## config.mk

```make
export PLATFORM = sky130hd
export DESIGN_NAME = keypad_scanner
export DESIGN_NICKNAME = d
export VERILOG_FILES = /design/src/rtl/keypad_pkg.sv /design/src/rtl/keypad_col_driver.sv /design/src/rtl/keypad_scanner.sv
export SDC_FILE = /design/constraint.sdc
export NUM_CORES = 1
export LEC_CHECK = 0
export BUFFER_PORTS_ARGS = -buffer_cell sky130_fd_sc_hd__buf_4
export CAP_MARGIN = 20
export CORE_MARGIN = 2
export CORE_UTILIZATION = 36
export DETAILED_ROUTE_END_ITERATION = 10
export MAX_ROUTING_LAYER = met4
export PLACE_DENSITY_LB_ADDON = 0.25
export SLEW_MARGIN = 20
export SYNTH_ARGS = -nofsm -noshare
export SYNTH_HDL_FRONTEND = slang
export SYNTH_SLANG_ARGS = --single-unit
export TNS_END_PERCENT = 10
```

## constraint.sdc

```tcl
create_clock -name clk -period 13 [get_ports clk]
set_clock_uncertainty 0.15 [all_clocks]
set_input_delay 0.65 -clock clk [delete_from_list [all_inputs] [get_ports clk]]
set_output_delay 0.65 -clock clk [all_outputs]
set_load 0.01 [all_outputs]
```

## src/rtl/keypad_pkg.sv

```systemverilog
// Shared types and constants for the 4x4 keypad scanner and its consumers.
// Key codes are col*4 + row, matching the scanner's key_code output.
package keypad_pkg;

  typedef enum logic [1:0] {
    IDLE,
    DEBOUNCE,
    PRESSED,
    RELEASE
  } kp_state_e;

  typedef enum logic [1:0] {
    EMPTY,
    SINGLE,
    MULTI
  } frame_class_e;

  typedef struct packed {
    frame_class_e cls;
    logic [3:0]   key;
  } frame_info_t;

  localparam logic [3:0] KEY_UP    = 4'd1;
  localparam logic [3:0] KEY_LEFT  = 4'd4;
  localparam logic [3:0] KEY_RIGHT = 4'd6;
  localparam logic [3:0] KEY_DOWN  = 4'd9;
  localparam logic [3:0] KEY_PAUSE = 4'd15;

  // key is only meaningful when cls == SINGLE
  function automatic frame_info_t classify_frame(input logic [15:0] frame);
    frame_info_t info;
    logic [4:0]  ones;
    ones     = '0;
    info.key = '0;
    for (int unsigned i = 0; i < 16; i++) begin
      if (frame[i]) begin
        ones     = ones + 5'd1;
        info.key = 4'(i);
      end
    end
    if (ones == 5'd0) begin
      info.cls = EMPTY;
    end else if (ones == 5'd1) begin
      info.cls = SINGLE;
    end else begin
      info.cls = MULTI;
    end
    return info;
  endfunction

endpackage

```

## src/rtl/keypad_col_driver.sv

```systemverilog
// Column scan engine: walks an active-low column strobe, synchronises the row
// lines and assembles a 16-bit frame of pressed keys (bit index = col*4 + row).
module keypad_col_driver #(
  parameter int unsigned SCAN_DIV = 5000
) (
  input  logic        clk,
  input  logic        rst,
  input  logic [3:0]  key_row,
  output logic [3:0]  key_col,
  output logic [15:0] frame,
  output logic        frame_done
);

  localparam int unsigned DIV_W = $clog2(SCAN_DIV);
  localparam logic [DIV_W-1:0] DIV_LAST = DIV_W'(SCAN_DIV - 1);

  logic [3:0]       row_meta_q;
  logic [3:0]       row_sync_q;
  logic [3:0]       row_s;
  logic [DIV_W-1:0] div_cnt_q, div_cnt_d;
  logic [1:0]       col_idx_q, col_idx_d;
  logic [3:0]       key_col_q, key_col_d;
  logic [15:0]      snapshot_q, snapshot_d;
  logic             sample;

  // Rows idle high (pull-ups), so the synchroniser resets to "nothing pressed".
  always_ff @(posedge clk or negedge rst) begin
    if (!rst) begin
      row_meta_q <= '1;
      row_sync_q <= '1;
    end else begin
      row_meta_q <= key_row;
      row_sync_q <= row_meta_q;
    end
  end

  assign row_s = ~row_sync_q;

  always_comb begin
    sample     = (div_cnt_q == DIV_LAST);
    div_cnt_d  = div_cnt_q + 1'b1;
    col_idx_d  = col_idx_q;
    snapshot_d = snapshot_q;
    if (sample) begin
      div_cnt_d = '0;
      col_idx_d = col_idx_q + 2'd1;
      snapshot_d[{col_idx_q, 2'b00} +: 4] = row_s;
    end
    key_col_d = ~(4'b0001 << col_idx_d);
  end

  always_ff @(posedge clk or negedge rst) begin
    if (!rst) begin
      div_cnt_q  <= '0;
      col_idx_q  <= '0;
      key_col_q  <= 4'b1110;
      snapshot_q <= '0;
    end else begin
      div_cnt_q  <= div_cnt_d;
      col_idx_q  <= col_idx_d;
      key_col_q  <= key_col_d;
      snapshot_q <= snapshot_d;
    end
  end

  // Column 3 is merged in directly so the full frame is usable on frame_done itself.
  assign frame      = {row_s, snapshot_q[11:0]};
  assign frame_done = sample && (col_idx_q == 2'd3);
  assign key_col    = key_col_q;

endmodule

```

## src/rtl/keypad_scanner.sv

```systemverilog
// 4x4 keypad front end: classifies each scanned frame and debounces it down to
// one accepted key, reported as a registered code with a one-cycle valid pulse.
module keypad_scanner
  import keypad_pkg::*;
#(
  parameter int unsigned SCAN_DIV       = 5000,
  parameter int unsigned DEBOUNCE_SCANS = 4
) (
  input  logic       clk,
  input  logic       rst,
  input  logic [3:0] key_row,
  output logic [3:0] key_col,
  output logic [3:0] key_code,
  output logic       key_valid,
  output logic       key_held
);

  localparam int unsigned DEB_W = $clog2(DEBOUNCE_SCANS + 1);
  localparam logic [DEB_W-1:0] DEB_MAX = DEB_W'(DEBOUNCE_SCANS);
  localparam logic [DEB_W-1:0] DEB_ONE = DEB_W'(1);

  logic [15:0]      frame;
  logic             frame_done;
  frame_info_t      info;
  logic             is_empty;
  logic             is_single;

  kp_state_e        state_q, state_d;
  logic [DEB_W-1:0] deb_cnt_q, deb_cnt_d;
  logic [DEB_W-1:0] deb_inc;
  logic [3:0]       cand_q, cand_d;
  logic [3:0]       key_code_q, key_code_d;
  logic             key_valid_q, key_valid_d;
  logic             key_held_q, key_held_d;

  keypad_col_driver #(
    .SCAN_DIV(SCAN_DIV)
  ) u_col_driver (
    .clk       (clk),
    .rst       (rst),
    .key_row   (key_row),
    .key_col   (key_col),
    .frame     (frame),
    .frame_done(frame_done)
  );

  assign info      = classify_frame(frame);
  assign is_empty  = (info.cls == EMPTY);
  assign is_single = (info.cls == SINGLE);
  assign deb_inc   = (deb_cnt_q == DEB_MAX) ? deb_cnt_q : deb_cnt_q + 1'b1;

  always_comb begin
    state_d     = state_q;
    deb_cnt_d   = deb_cnt_q;
    cand_d      = cand_q;
    key_code_d  = key_code_q;
    key_valid_d = 1'b0;
    key_held_d  = key_held_q;
    if (frame_done) begin
      case (state_q)
        IDLE: begin
          if (is_single) begin
            cand_d = info.key;
            if (DEBOUNCE_SCANS == 1) begin
              key_code_d  = info.key;
              key_valid_d = 1'b1;
              key_held_d  = 1'b1;
              deb_cnt_d   = '0;
              state_d     = PRESSED;
            end else begin
              deb_cnt_d = DEB_ONE;
              state_d   = DEBOUNCE;
            end
          end
        end
        DEBOUNCE: begin
          if (is_single && info.key == cand_q) begin
            deb_cnt_d = deb_inc;
            if (deb_inc == DEB_MAX) begin
              key_code_d  = cand_q;
              key_valid_d = 1'b1;
              key_held_d  = 1'b1;
              deb_cnt_d   = '0;
              state_d     = PRESSED;
            end
          end else if (is_single) begin
            cand_d    = info.key;
            deb_cnt_d = DEB_ONE;
          end else begin
            deb_cnt_d = '0;
            state_d   = IDLE;
          end
        end
        // Ghosted/chorded frames still count as "something pressed" here.
        PRESSED: begin
          if (is_empty) begin
            if (DEBOUNCE_SCANS == 1) begin
              key_held_d = 1'b0;
              deb_cnt_d  = '0;
              state_d    = IDLE;
            end else begin
              deb_cnt_d = DEB_ONE;
              state_d   = RELEASE;
            end
          end
        end
        RELEASE: begin
          if (is_empty) begin
            deb_cnt_d = deb_inc;
            if (deb_inc == DEB_MAX) begin
              key_held_d = 1'b0;
              deb_cnt_d  = '0;
              state_d    = IDLE;
            end
          end else begin
            deb_cnt_d = '0;
            state_d   = PRESSED;
          end
        end
        default: begin
          deb_cnt_d = '0;
          state_d   = IDLE;
        end
      endcase
    end
  end

  always_ff @(posedge clk or negedge rst) begin
    if (!rst) begin
      state_q     <= IDLE;
      deb_cnt_q   <= '0;
      cand_q      <= '0;
      key_code_q  <= '0;
      key_valid_q <= 1'b0;
      key_held_q  <= 1'b0;
    end else begin
      state_q     <= state_d;
      deb_cnt_q   <= deb_cnt_d;
      cand_q      <= cand_d;
      key_code_q  <= key_code_d;
      key_valid_q <= key_valid_d;
      key_held_q  <= key_held_d;
    end
  end

  assign key_code  = key_code_q;
  assign key_valid = key_valid_q;
  assign key_held  = key_held_q;

endmodule

```

* Yosys cells after proc, flatten, opt, wreduce, memory -nomap -nowiden *
Cells that the tools add are included.

word-level totals
  register bits = 58
  output and inout port bits = 10
  bits of input ports = 6
  word-level logic and storage cells = 132

operators by class
  add/sub/neg operators = 19
  bitwise operators = 2
  eq/ne operators = 20
  muxes and demuxes = 64
  reductions and logical operators = 12
  shift-type cells = 3

operator list
  kind                                                   number
  adder 5 x 1 -> 5 bit (second input constant)           15
  two-way mux 5 bit                                      15
  two-way mux 4 bit                                      16
  two-way mux 2 bit                                      10
  two-way mux 3 bit                                      6
  bitwise mux 16 bit                                     1
  variable shift 4 x 6 -> 16 bit (first input constant)  1
  variable part select 4 x 6 -> 16 bit                   1
  inequality test 2 bit (second input constant)          7
  adder 13 x 1 -> 13 bit (second input constant)         1
  equality test 13 bit (second input constant)           1
  two-way mux 13 bit                                     1
  one-hot mux 3 bit (4 select lines)                     1
  AND reduction 6 bit                                    2
  two-way mux 1 bit                                      11
  inequality test 3 bit (second input constant)          3
  NOT 4 bit                                              2
  one-hot mux 2 bit (4 select lines)                     1
  one-hot mux 4 bit (2 select lines)                     1
  equality test 2 bit (second input constant)            3
  equality test 3 bit (second input constant)            2
  negator 4 -> 6 bit                                     1
  AND reduction 3 bit                                    2
  equality test 5 x 1 -> 1 bit (second input constant)   1
  11 further kinds                                       15

* Depth between registers and ports, before layout *
  word-level depth = 39
  depth in mapped cells = 50
  depth with buffers taken out = 49

* By module *
A second synthesis with hierarchy kept.

unflattened totals
  cell total of the unflattened synthesis = 506
  area total of the unflattened synthesis = 4767.1 um^2

by module, submodules not included
  module             sequential area each (um^2)  instances  cells each  area an instance (um^2)
  keypad_scanner     375.4                        1          354         2935.3
  keypad_col_driver  989.7                        1          152         1831.8

* Least setup slack after synthesis *
OpenSTA, ideal clock, no wires.

  path kind = reg2reg
  start point = register u_col_driver.snapshot_q[0]
  end point = register cand_q[0]
  clock period less this slack = 9.584 ns
  setup slack = 3.416 ns
  buffers on the path = 2
  stages on the path, launching flop included = 51
  arrival = 9.309 ns
  required time = 12.725 ns
  library setup time = 0.125 ns
  path through = dfrtp_1 -> inv_1 -> ha_1 -> clkbuf_2 -> xor2_1 -> ha_1 -> mux2_2 -> ha_1 -> mux2_2 -> ha_1 -> nand2_1 -> o31ai_1 -> and2_1 -> ha_1 -> nand2_1 -> inv_1 -> a31oi_1 -> inv_1 -> (+15 left out) -> ha_1 -> o22ai_1 -> o21ba_2 -> ha_1 -> nand2_1 -> o31ai_1 -> ha_1 -> nor2b_1 -> xor2_1 -> xnor2_1 -> nor2b_1 -> and3_1 -> nand3_1 -> o21ai_0 -> mux2i_1 -> buf_6 -> nor4_4 -> mux2_2

on the way
  longest elaborated chain between the ends = 38
  elaborated cells between the ends (all ways) = 42
  classes of those cells = 15 x add/sub; 3 x eq/ne; 21 x mux; 3 x reduce/logical

RTL lines
  item                                                                       RTL line                 RTL
  start, declared                                                            keypad_col_driver.sv:23  logic [15:0] snapshot_q, snapshot_d;
  start signal, assigned                                                     keypad_col_driver.sv:62  snapshot_q <= snapshot_d;
  two-way mux 1 bit *                                                        keypad_pkg.sv:36         if (frame[i]) begin
  adder 5 x 1 -> 5 bit                                                       keypad_pkg.sv:37         ones = ones + 5'd1;
  two-way mux 5 bit *                                                        keypad_pkg.sv:36
  adder 5 x 1 -> 5 bit                                                       keypad_pkg.sv:37
  two-way mux 5 bit *                                                        keypad_pkg.sv:36
  adder 5 x 1 -> 5 bit                                                       keypad_pkg.sv:37
  two-way mux 5 bit *                                                        keypad_pkg.sv:36
  adder 5 x 1 -> 5 bit                                                       keypad_pkg.sv:37
  (+22 left out)                                                             n/a
  two-way mux 5 bit *                                                        keypad_pkg.sv:36
  equality test 5 x 1 -> 1 bit                                               keypad_pkg.sv:43         end else if (ones == 5'd1) begin
  two-way mux 2 bit                                                          keypad_pkg.sv:43
  two-way mux 2 bit *                                                        keypad_pkg.sv:41         if (ones == 5'd0) begin
  equality test 2 x 1 -> 1 bit *                                             keypad_scanner.sv:49     assign is_single = (info.cls == SINGLE);
  two-way mux 4 bit or logical AND 1 bit (tied branches)                     n/a
  two-way mux 4 bit or inequality test 2 bit (tied branches)                 n/a
  one-hot mux 4 bit (2 select lines) or AND reduction 3 bit (tied branches)  n/a
  end signal, assigned                                                       keypad_scanner.sv:139    cand_q <= cand_d;
  end, declared                                                              keypad_scanner.sv:31     logic [3:0] cand_q, cand_d;

Mark *: on every way between the ends. The rest lies on a longest branch, timed or not. The select of a mux whose other input is x is not followed.
A chain may end at the register's enable or synchronous reset.

* Final worst setup path *
  start point = register u_col_driver.snapshot_q[0]
  end point = register key_code_q[3] (netlist: key_code[3])

on the way
  longest elaborated chain between the ends = 37
  elaborated cells between the ends (all ways) = 38
  classes of those cells = 15 x add/sub; 2 x eq/ne; 18 x mux; 3 x reduce/logical

RTL lines
  item                             RTL line               RTL
  two-way mux 1 bit *              keypad_pkg.sv:36
  adder 5 x 1 -> 5 bit             keypad_pkg.sv:37
  two-way mux 5 bit *              keypad_pkg.sv:36
  adder 5 x 1 -> 5 bit             keypad_pkg.sv:37
  two-way mux 5 bit *              keypad_pkg.sv:36
  adder 5 x 1 -> 5 bit             keypad_pkg.sv:37
  two-way mux 5 bit *              keypad_pkg.sv:36
  adder 5 x 1 -> 5 bit             keypad_pkg.sv:37
  (+21 left out)                   n/a
  adder 5 x 1 -> 5 bit             keypad_pkg.sv:37
  two-way mux 5 bit *              keypad_pkg.sv:36
  equality test 5 x 1 -> 1 bit     keypad_pkg.sv:43
  two-way mux 2 bit                keypad_pkg.sv:43
  two-way mux 2 bit *              keypad_pkg.sv:41
  equality test 2 x 1 -> 1 bit *   keypad_scanner.sv:49
  logical AND 1 bit *              keypad_scanner.sv:77   if (is_single && info.key == cand_q) begin
  AND reduction 4 bit (no line) *  n/a
  end signal, assigned             keypad_scanner.sv:140  key_code_q <= key_code_d;
  end, declared                    keypad_scanner.sv:32   logic [3:0] key_code_q, key_code_d;

Mark *: on every way between the ends. The rest lies on a longest branch, timed or not.

==> flow_summary.yaml <==
die:
  initial_utilization: 0.370
  pin_count: 16
  dieArea_mm2: 0.0126
  die_w_um: 112
  coreArea_mm2: 0.0114
  die_h_um: 112
  num_rows: 39
global_routing:
  grtUsageMet3: 0.0194
  met2_usage: 0.245
  use_met1: 0.186
  grt_max_degree: 55
  grt.busiest_layer: "met2"
  grt_pass1_vias: 3170
  overflow: 0
  antenna_found_initial: 0
  grt_first_pass_wirelength_um: 15000
  grtUsageTotal: 0.146
min_path:
  worstHoldStart: "u_col_driver.row_meta_q[1]"
  worstHoldPathCells: 0
  hold_end: "u_col_driver.row_sync_q[1]"
  hold_class: "reg -> reg"
finish:
  final_util: 0.403
  nFillCells: 1174
  n_antenna_cell: 0
  drive_gt1_frac: 0.137
  fin_nets: 495
  syn_to_final_growth_pct: 9.00
sta:
  finalHoldViolations: 0
  maxSlewViolCount: 0
  finalSetupViolCount: 0
  fmax_ghz: 0.0945
  rsz0062_at_grt: "false"
  fin_tns_setup_ps: 0
  slew_headroom: 0.281
  period_share: 0.814
  tightest_slew_ps: 1050
  min_period_ps: 10580
detailed_routing:
  avgViaCountPerCell: 5.24
  drtAntennaViolNets: 0
  routedWlPerCell_um: 13.8
  wl_um: 8440
  drt_iter0_drc: 132
  vias: 3199
  drc: 0
  dr.pass1.iters: 5
yosys:
  yosysTopAreaCellShare: 0.255
  synth_area_leader_cell: "dfrtp_1"
  synth_edf_count: 0
  ys_async_sr_fraction: 1.00
  ys_types: 64
  synth_area_mm2: 0.00422
  synth_area_per_cell_um2: 9.16
  syn_inst: 461
  syn_nets: 490
  ys_ff_latch: 54
  synthFlopType: "dfrtp_1"
  yosysSeqAreaShare: 0.323
  ys_top_cells_by_area: "dfrtp_1, dfstp_2, ha_1"
  ys.warnings.count: 0
cts:
  clock_sinks: 54
  insertion_delay_ps: 300
  clockBufferDepth: 2
  numCtsBuffers: 5
  ctsResizeCount: 0
  post-cts-setup-buffers: 0
  clk_pin_slew_ps: 70
  cts_tree: "yes"
  cts_root_buf: "clkbuf_16"
  holdBufCountCts: 0
  htree_levels: 2
critical_path:
  worstSetupPathType: "reg -> reg"
  timing.critical_path.to_type: "flop"
  reg2reg_from: "u_col_driver.snapshot_q[0]"
  crit_path_max_incr_delay_ps: 510
  cp_max_fo: 11
  cp.required_ps: 13040
  rr_worst_depth: 48
  worstSetupStartpoint: "u_col_driver.snapshot_q[0]"
  slowest_stage: "nor4_4"
  rr_endpoint: "key_code[3]"
  startpoint_type: "flop"
  crit_arrival_ps: 10620
  r2r_slack_ps: 2420
  crit_top_cell: "ha_1"
power:
  p_leak_nw: 2.03
  power_density_mw_per_mm2: 77.0
  vdd_drop_max_v: 0.0000614
placed_design:
  place.gp.congestion: 0.832
  dp_hpwl_um: 6310
  port_buffers: 15
status:
  status: "complete, no violations"
flow_run:
  maxCapViolations: 0
cell usage in the layout (no fill, tap or decap), types with 5 or more instances in the layout:
cell type,instances
nand2b_1,7
inv_1,26
mux2_2,11
o211ai_1,5
nand2_1,65
ha_1,23
xor2_1,23
clkbuf_16,5
nand3_1,17
xnor2_1,27
mux2i_1,6
nor3_1,11
nand4_1,6
o31ai_1,15
o21ai_0,9
a21oi_1,12
dfrtp_1,43
buf_4,15
nor2b_1,6
dfstp_2,11
xnor3_1,5
nor2_1,37
registers in the layout, summed over array words and instances (netlist names):
register and count:
u_col_driver.div_cnt_q 13, deb_cnt_q 3, key_valid 1, u_col_driver.row_sync_q 4, key_held 1, cand_q 4
u_col_driver.row_meta_q 4, u_col_driver.key_col 4, u_col_driver.col_idx_q 2, u_col_driver.snapshot_q 12, key_code 4, state_q 2
synth_stat cells, drive strengths merged (3+ instances only):
| cell | count |
|---|---|
| nand2 | 65 |
| dfrtp | 43 |
| nor2 | 37 |
| xnor2 | 30 |
| inv | 26 |
| xor2 | 24 |
| ha | 23 |
| nand3 | 17 |
| o31ai | 15 |
| clkbuf | 13 |
| a21oi | 12 |
| dfstp | 11 |
| mux2 | 11 |
| nor3 | 11 |
| o21ai | 9 |
| xnor3 | 9 |
| nand2b | 7 |
| mux2i | 6 |
| nand4 | 6 |
| nor2b | 6 |
| nor4 | 5 |
| o211ai | 5 |
| a211oi | 4 |
| a31oi | 4 |
| and2 | 4 |
| buf | 4 |
| nor3b | 4 |
| o21bai | 4 |
| o32ai | 4 |
| or2 | 4 |
| and3 | 3 |
| nor4b | 3 |
| or3 | 3 |
per-stage QoR:
step / cells / setup WS (ps) / cell area (um2) / hold slack [ps] / power (mW)
global route: 610 / 1550 / 4600 / 210 / 0.370
detailed placement: 602 / 2470 / 4430 / 197 / 0.201
floorplan: 461 / 3420 / 4220 / 195 / 0.193
finish: 610 / 2420 / 4600 / 206 / 0.355
global placement: 602 / 2830 / 4430 / 196 / 0.201
CTS: 610 / 2410 / 4600 / 207 / 0.360
worst max-delay path by stage:
| stage | to | slack [ps] | depth (start not counted) |
|---|---|---|---|
| after global placement | key_code[1] | 2830 | 48 |
| after CTS | key_code[2] | 2410 | 48 |
| final | key_code[3] | 2420 | 48 |
| after detailed placement | key_code[1] | 2470 | 48 |
| after floorplan | cand_q[0] | 3420 | 50 |
| after global routing | deb_cnt_q[1] | 1550 | 47 |
critical path: cells and delay by family, from the launching register on:
| family | cells | cell delay [ps] |
|---|---|---|
| adder cells (fa/ha/maj) | 13 | 3800 |
| AND/OR/NAND/NOR | 13 | 2190 |
| AO/OA/AOI/OAI | 10 | 1660 |
| multiplexers | 5 | 1460 |
| XOR/XNOR | 3 | 570 |
| flip-flops | 1 | 380 |
| buffers and inverters | 4 | 250 |
layer usage:
layer | vias to the layer above | wire (um)
met5 | - | 0
met2 | 31 | 4200
li1 | 1630 | -
met4 | 0 | 97
met3 | 8 | 149
met1 | 1530 | 3990
logic make-up after synthesis:
family / after synthesis / synth area share
AND/OR/NAND/NOR: 182 / 0.215
AO/OA/AOI/OAI: 78 / 0.133
XOR/XNOR: 63 / 0.168
flip-flops: 54 / 0.323
buffers and inverters: 43 / 0.0432
adder cells (fa/ha/maj): 23 / 0.0681
multiplexers: 18 / 0.0489
power breakdown:
| part | switching [mW] | internal [mW] | total, mW |
|---|---|---|---|
| Combinational | 0.0167 | 0.00881 | 0.0255 |
| Sequential | 0.00273 | 0.170 | 0.173 |
| Clock | 0.0637 | 0.0923 | 0.156 |
| Total | 0.0832 | 0.271 | 0.355 |
area by class of cell:
cell class	instances	area [um2]	share of cell area
multi-input cells	364	2680	0.581
flip-flops and latches	54	1370	0.296
well taps	143	179	0.0389
clock buffers	5	125	0.0272
repair buffers	15	113	0.0245
inverters	26	97.6	0.0212
clock inverters	3	48.8	0.0106
No activity file was read; power rests on OpenSTA's default activity.
